**src/rtl/frame_buffer_port.sv**
```systemverilog
`default_nettype none
// ============================================================================
// Module      : frame_buffer_port
// Description : Responder end of the sprite-draw frame-buffer write port.
//               Arbitrates draw writes, display scan-out reads and a
//               full-screen clear onto one synchronous single-port pixel SRAM.
// Revision    : 1.0 - initial release
// ============================================================================
module frame_buffer_port #(
    parameter int unsigned FB_DEPTH    = 307200,
    parameter int unsigned RD_LAT      = 2,
    parameter int unsigned WR_STARVE   = 4,
    parameter logic [23:0] CLEAR_COLOR = 24'h0
) (
    input  logic        clk,
    input  logic        rst_n,
    input  logic        write_en,
    input  logic [18:0] frame_addr,
    input  logic [23:0] frame_data,
    output logic        frame_write_valid,
    input  logic        disp_req,
    input  logic [18:0] disp_addr,
    output logic        disp_ready,
    output logic [23:0] disp_data,
    output logic        disp_data_valid,
    input  logic        clear_start,
    output logic        clear_busy,
    output logic        clear_done,
    output logic        addr_err,
    output logic        mem_en,
    output logic        mem_we,
    output logic [18:0] mem_addr,
    output logic [23:0] mem_wdata,
    input  logic [23:0] mem_rdata
);

    localparam int unsigned     C_SW         = $clog2(WR_STARVE + 2);
    localparam logic [18:0]     C_DEPTH      = 19'(FB_DEPTH);
    localparam logic [18:0]     C_LAST       = 19'(FB_DEPTH - 1);
    localparam logic [C_SW-1:0] C_STARVE_MAX = C_SW'(WR_STARVE);

    typedef enum logic [0:0] {
        S_IDLE  = 1'b0,
        S_CLEAR = 1'b1
    } state_t;

    state_t          r_state;
    state_t          w_state_next;
    logic [18:0]     r_clear_cnt;
    logic [18:0]     w_clear_cnt_next;
    logic            w_clear_done_next;
    logic            w_clear_accept;

    logic [C_SW-1:0] r_starve;
    logic [RD_LAT:0] r_rd_vld;
    logic [RD_LAT:0] r_rd_oor;

    logic            w_wr_pend;
    logic            w_forced;
    logic            w_gnt_wr;
    logic            w_gnt_rd;
    logic            w_gnt_clr;
    logic            w_wr_oor;
    logic            w_rd_oor;

    // A held request is not a new one while its ack is on the wire.
    assign w_wr_pend = write_en & ~frame_write_valid;
    assign w_forced  = w_wr_pend & (r_starve == C_STARVE_MAX);
    assign w_wr_oor  = (frame_addr >= C_DEPTH);
    assign w_rd_oor  = (disp_addr >= C_DEPTH);

    // Slot priority: starved draw write, display read, clear, draw write.
    assign w_gnt_rd  = ~w_forced & disp_req;
    assign w_gnt_clr = ~w_forced & ~disp_req & (r_state == S_CLEAR);
    assign w_gnt_wr  = w_forced | (w_wr_pend & ~disp_req & (r_state != S_CLEAR));

    // Held low in reset so the port presents all-zero outputs there.
    assign disp_ready = rst_n & ~w_forced;
    assign clear_busy = (r_state == S_CLEAR);

    // Clear FSM state register.
    always_ff @(posedge clk or negedge rst_n) begin
        if (!rst_n) begin
            r_state     <= S_IDLE;
            r_clear_cnt <= '0;
            clear_done  <= 1'b0;
        end else begin
            r_state     <= w_state_next;
            r_clear_cnt <= w_clear_cnt_next;
            clear_done  <= w_clear_done_next;
        end
    end

    // Clear FSM next state: walk every pixel once, finish on the last one.
    always_comb begin
        w_state_next      = r_state;
        w_clear_cnt_next  = r_clear_cnt;
        w_clear_done_next = 1'b0;
        w_clear_accept    = 1'b0;
        case (r_state)
            S_IDLE: begin
                if (clear_start) begin
                    w_state_next     = S_CLEAR;
                    w_clear_cnt_next = '0;
                    w_clear_accept   = 1'b1;
                end
            end
            S_CLEAR: begin
                if (w_gnt_clr) begin
                    if (r_clear_cnt == C_LAST) begin
                        w_state_next      = S_IDLE;
                        w_clear_done_next = 1'b1;
                    end else begin
                        w_clear_cnt_next = r_clear_cnt + 19'd1;
                    end
                end
            end
            default: w_state_next = S_IDLE;
        endcase
    end

    // Register the granted operation onto the SRAM port; track starvation and errors.
    always_ff @(posedge clk or negedge rst_n) begin
        if (!rst_n) begin
            mem_en            <= 1'b0;
            mem_we            <= 1'b0;
            mem_addr          <= '0;
            mem_wdata         <= '0;
            frame_write_valid <= 1'b0;
            r_starve          <= '0;
            addr_err          <= 1'b0;
        end else begin
            mem_en            <= (w_gnt_wr & ~w_wr_oor) | (w_gnt_rd & ~w_rd_oor) | w_gnt_clr;
            mem_we            <= (w_gnt_wr & ~w_wr_oor) | w_gnt_clr;
            mem_addr          <= w_gnt_clr ? r_clear_cnt : (w_gnt_rd ? disp_addr : frame_addr);
            mem_wdata         <= w_gnt_clr ? CLEAR_COLOR : frame_data;
            frame_write_valid <= w_gnt_wr;
            if (w_gnt_wr) begin
                r_starve <= '0;
            end else if (w_wr_pend && (r_starve != C_STARVE_MAX)) begin
                r_starve <= r_starve + 1'b1;
            end
            addr_err <= (addr_err & ~w_clear_accept)
                      | (w_gnt_wr & w_wr_oor) | (w_gnt_rd & w_rd_oor);
        end
    end

    // Read-return pipeline: tags follow each accepted read until its data arrives.
    always_ff @(posedge clk or negedge rst_n) begin
        if (!rst_n) begin
            r_rd_vld        <= '0;
            r_rd_oor        <= '0;
            disp_data_valid <= 1'b0;
            disp_data       <= '0;
        end else begin
            r_rd_vld        <= {r_rd_vld[RD_LAT-1:0], w_gnt_rd};
            r_rd_oor        <= {r_rd_oor[RD_LAT-1:0], w_gnt_rd & w_rd_oor};
            disp_data_valid <= r_rd_vld[RD_LAT];
            if (r_rd_vld[RD_LAT]) begin
                disp_data <= r_rd_oor[RD_LAT] ? 24'h0 : mem_rdata;
            end
        end
    end

endmodule
`default_nettype wire

```
**config.mk**
```make
export PLATFORM = sky130hd
export DESIGN_NAME = frame_buffer_port
export DESIGN_NICKNAME = d
export VERILOG_FILES = /design/src/rtl/frame_buffer_port.sv
export SDC_FILE = /design/constraint.sdc
export NUM_CORES = 1
export LEC_CHECK = 0
export BUFFER_PORTS_ARGS = -buffer_cell sky130_fd_sc_hd__buf_2
export CAP_MARGIN = 20
export CORE_AREA = 2 2 104 106
export CTS_BUF_LIST = sky130_fd_sc_hd__clkbuf_16
export DETAILED_ROUTE_END_ITERATION = 8
export DIE_AREA = 0 0 106 108
export GPL_TIMING_DRIVEN = 0
export MAX_ROUTING_LAYER = met4
export PLACE_DENSITY = 0.74
export SKIP_CTS_REPAIR_TIMING = 1
export SYNTH_ARGS = -nofsm -noshare
export SYNTH_HDL_FRONTEND = slang
export SYNTH_SLANG_ARGS = --single-unit
export TNS_END_PERCENT = 100
```
**constraint.sdc**
```tcl
create_clock -name clk -period 2.1 [get_ports clk]
set_clock_uncertainty 0.15 [all_clocks]
set_input_delay 0.315 -clock clk [delete_from_list [all_inputs] [get_ports clk]]
set_output_delay 0.315 -clock clk [all_outputs]
set_load 0.05 [all_outputs]
```
==> results.sh <==
export IMPL_grt_usage_pct=21.9
export IMPL_wl_um=12700
export IMPL_hold_path_class="input port to asynchronous set/reset pin"
export IMPL_post_route_period_util_pct=106
export IMPL_grt_pass1_wl_um=18900
export IMPL_fin_setup_tns_ps=-1020
export IMPL_dominantRegCellSynth="dfrtp_1"
export IMPL_synth_top_cells_by_count="102 x dfrtp_1, 36 x o22ai_1, 35 x o21ai_0"
export IMPL_yosysUniqueCellTypes=44
export IMPL_synth_xor_area_share_pct=0.199
export IMPL_io_pins=166
export IMPL_gp_congestion=0.950
export IMPL_routedWlPerCell_um=16.8
export IMPL_htree_levels=3
export IMPL_grt_max_degree=61
export IMPL_drive_gt1_share_pct=38.1
export IMPL_tightest_slew_ps=577
export IMPL_critPathMaxFanout=7
export IMPL_setup_ws_ps=-119
export IMPL_powerDensity_nw_per_um2=1050
export IMPL_synth_mux_area_fraction_pct=1.93
export IMPL_drt_iter0_markers=579
export IMPL_antenna_found_initial=2
export IMPL_status="finished with violations"
export IMPL_timing_max_cap_violations=0
export IMPL_ant_nets=0
export IMPL_core_rowCount=37
export IMPL_wl_met1_um=5070
export IMPL_numCtsBuffers=9
export IMPL_cts_tree="yes"
export IMPL_hpwl_um=9180
export IMPL_synth_edf_count=0
export IMPL_hold_viol=42
export IMPL_yosysSeqAreaShare_pct=57.9
export IMPL_startpoint_type="register"
export IMPL_finalSetupViolations=17
export IMPL_peakVddDrop_mv=0.606
export IMPL_synth_area_per_cell_um2=10.5
export IMPL_start_util_pct=43.1
export IMPL_grt_overflow_total=0
export IMPL_worstSkewPairLatency_ps=340
export IMPL_dpl_instance_area_um2=5450
export IMPL_wl_met3_um=1160
export IMPL_synthToLayoutAreaGrowth_pct=36.5
export IMPL_synth_most_common_cell="dfrtp_1"
export IMPL_yosys_area_share_adder_pct=0.851
export IMPL_synth_top_family_by_area="simple AND/OR/NAND/NOR gates"
export IMPL_vias=4080
export IMPL_syn_cell_area_um2=4410
export IMPL_syn_num_nets=514
export IMPL_fin_hold_ws_ps=-178
export IMPL_cts_root_buf="clkbuf_16"
export IMPL_final_nets=708
export IMPL_clk_pin_slew_ps=70
export IMPL_syn_inst=420
export IMPL_synth_compound_area_share_pct=16.9
export IMPL_synth_top_area_cell="dfrtp_1"
export IMPL_firstDrtPassIters=5
export IMPL_synth_simple_area_share_pct=17.3
export IMPL_fin_crit_ps=2220
export IMPL_grt_pass1_vias=3774
export IMPL_drc=0
export IMPL_required_ps=2160
export IMPL_clock_path_buffers=2
export IMPL_slew_viol_final=0
export IMPL_io_buffers=165
export IMPL_die_area_um2=11400
export IMPL_arrival_ps=2280
export IMPL_die_h_um=108
export IMPL_die_width_um=106
export IMPL_yosysWarnings=0
export IMPL_cts_sinks=102
export IMPL_top_layer="met4"
export IMPL_yosys_top_cells_area="dfrtp_1 58%, o22ai_1 5.1%, nand3b_1 4.3%"
export IMPL_cp_end_kind="register"
export IMPL_wl_met2_um=6110
export IMPL_coreArea_um2=10200
export IMPL_synth_top_area_share_pct=57.9
export IMPL_p_leak_nw=2.99
export IMPL_max_slew_margin_pct=61.5
export IMPL_via_per_inst=5.39
export IMPL_synth_seq_cells=102
export IMPL_post_place_ws_ps=-272
export IMPL_rsz0062_at_grt="yes"
export IMPL_clock_fmax_mhz=451
export IMPL_path_class="register to register"
export IMPL_violations="negative hold slack, negative setup slack"
export IMPL_fin_util_pct=58.8
export IMPL_final_area_um2=6020
export IMPL_async_flop_share_pct=100
## cell families after synthesis
logic type	after synthesis
AOI/OAI and AO/OA	122
xor gates and xnor gates	1
adders and majority gates	3
buffers and inverters	53
DFF	102
muxes	8
and+or+nand+nor	131
## layout by cell type (no fill, tap or decap), types with 2 or more instances in the layout
master	n
and2_1	25
o22ai_1	35
nor2_1	14
nand4_1	2
buf_4	16
a221o_1	2
dfrtp_1	94
nand2_1	19
or3_1	7
buf_6	6
inv_1	33
nor4_1	3
nor2b_1	4
a21oi_1	26
a211o_1	3
clkinv_1	2
nand3_2	3
o31a_1	2
a21o_1	7
mux2i_1	7
nor3b_1	2
o31ai_1	2
and3_1	4
buf_2	164
diode_2	2
nor3_1	4
nand3b_1	25
o21ai_0	35
and3_4	2
clkbuf_16	10
dfrtp_2	8
clkbuf_1	11
nand3_1	7
clkbuf_2	5
## worst max-delay path: stages (launching register included)
cell     delay, ps
dfrtp_1        450
nand4_1        240
or4_4          530
o21a_4         270
buf_8          150
a221o_1        320
## final timing paths
check | startpoint | to | slack (ps) | cells past startpoint
setup / recovery | r_clear_cnt[8] | r_clear_cnt[6] | -120 | 5
min in group clk | frame_data[7] | mem_wdata[7] | 30 | 2
hold / removal | rst_n | mem_wdata[20] | -180 | 1
max in group asynchronous | rst_n | r_clear_cnt[6] | 1290 | 2
hold reg to reg | r_rd_vld[0] | r_rd_vld[1] | 200 | 0
setup reg to reg | r_clear_cnt[8] | r_clear_cnt[6] | -120 | 5
## through the flow
stage / power, mW / cells
detailed placement: 4.56 / 722
finish: 6.34 / 757
floorplan: 3.94 / 420
global placement: 4.51 / 721
global route: 6.66 / 757
CTS: 6.16 / 738
## layout make-up
class,count,area [um^2]
timing repair buffer,184,1030
antenna,2,5.00
fill,849,4210
clock inverter,7,57.6
inverter,31,116
buffer,21,116
multi-input combinational,265,1740
tap,136,170
sequential,102,2560
clock buffer,9,225
## where the power goes
| part | total [mW] | internal, mW | switching, mW |
|---|---|---|---|
| Clock | 1.59 | 0.905 | 0.684 |
| Combinational | 2.25 | 0.685 | 1.57 |
| Sequential | 2.50 | 2.29 | 0.209 |
## state kept, by name (all words and copies together) (netlist names)
name / cells
disp_data: 24
frame_write_valid: 1
mem_wdata: 24
disp_data_valid: 1
r_clear_cnt: 19
clear_done: 1
r_rd_oor: 3
addr_err: 1
mem_en: 1
r_rd_vld: 3
clear_busy: 1
mem_we: 1
mem_addr: 19
r_starve: 3
## per-layer routing
layer  vias up  GRT usage [%]
li1       1881              -
met1      1935           27.0
met2       223           34.2
met3        41           7.17
met4         0           7.61
met5         -              -
Power figures use the tool's default switching activity.
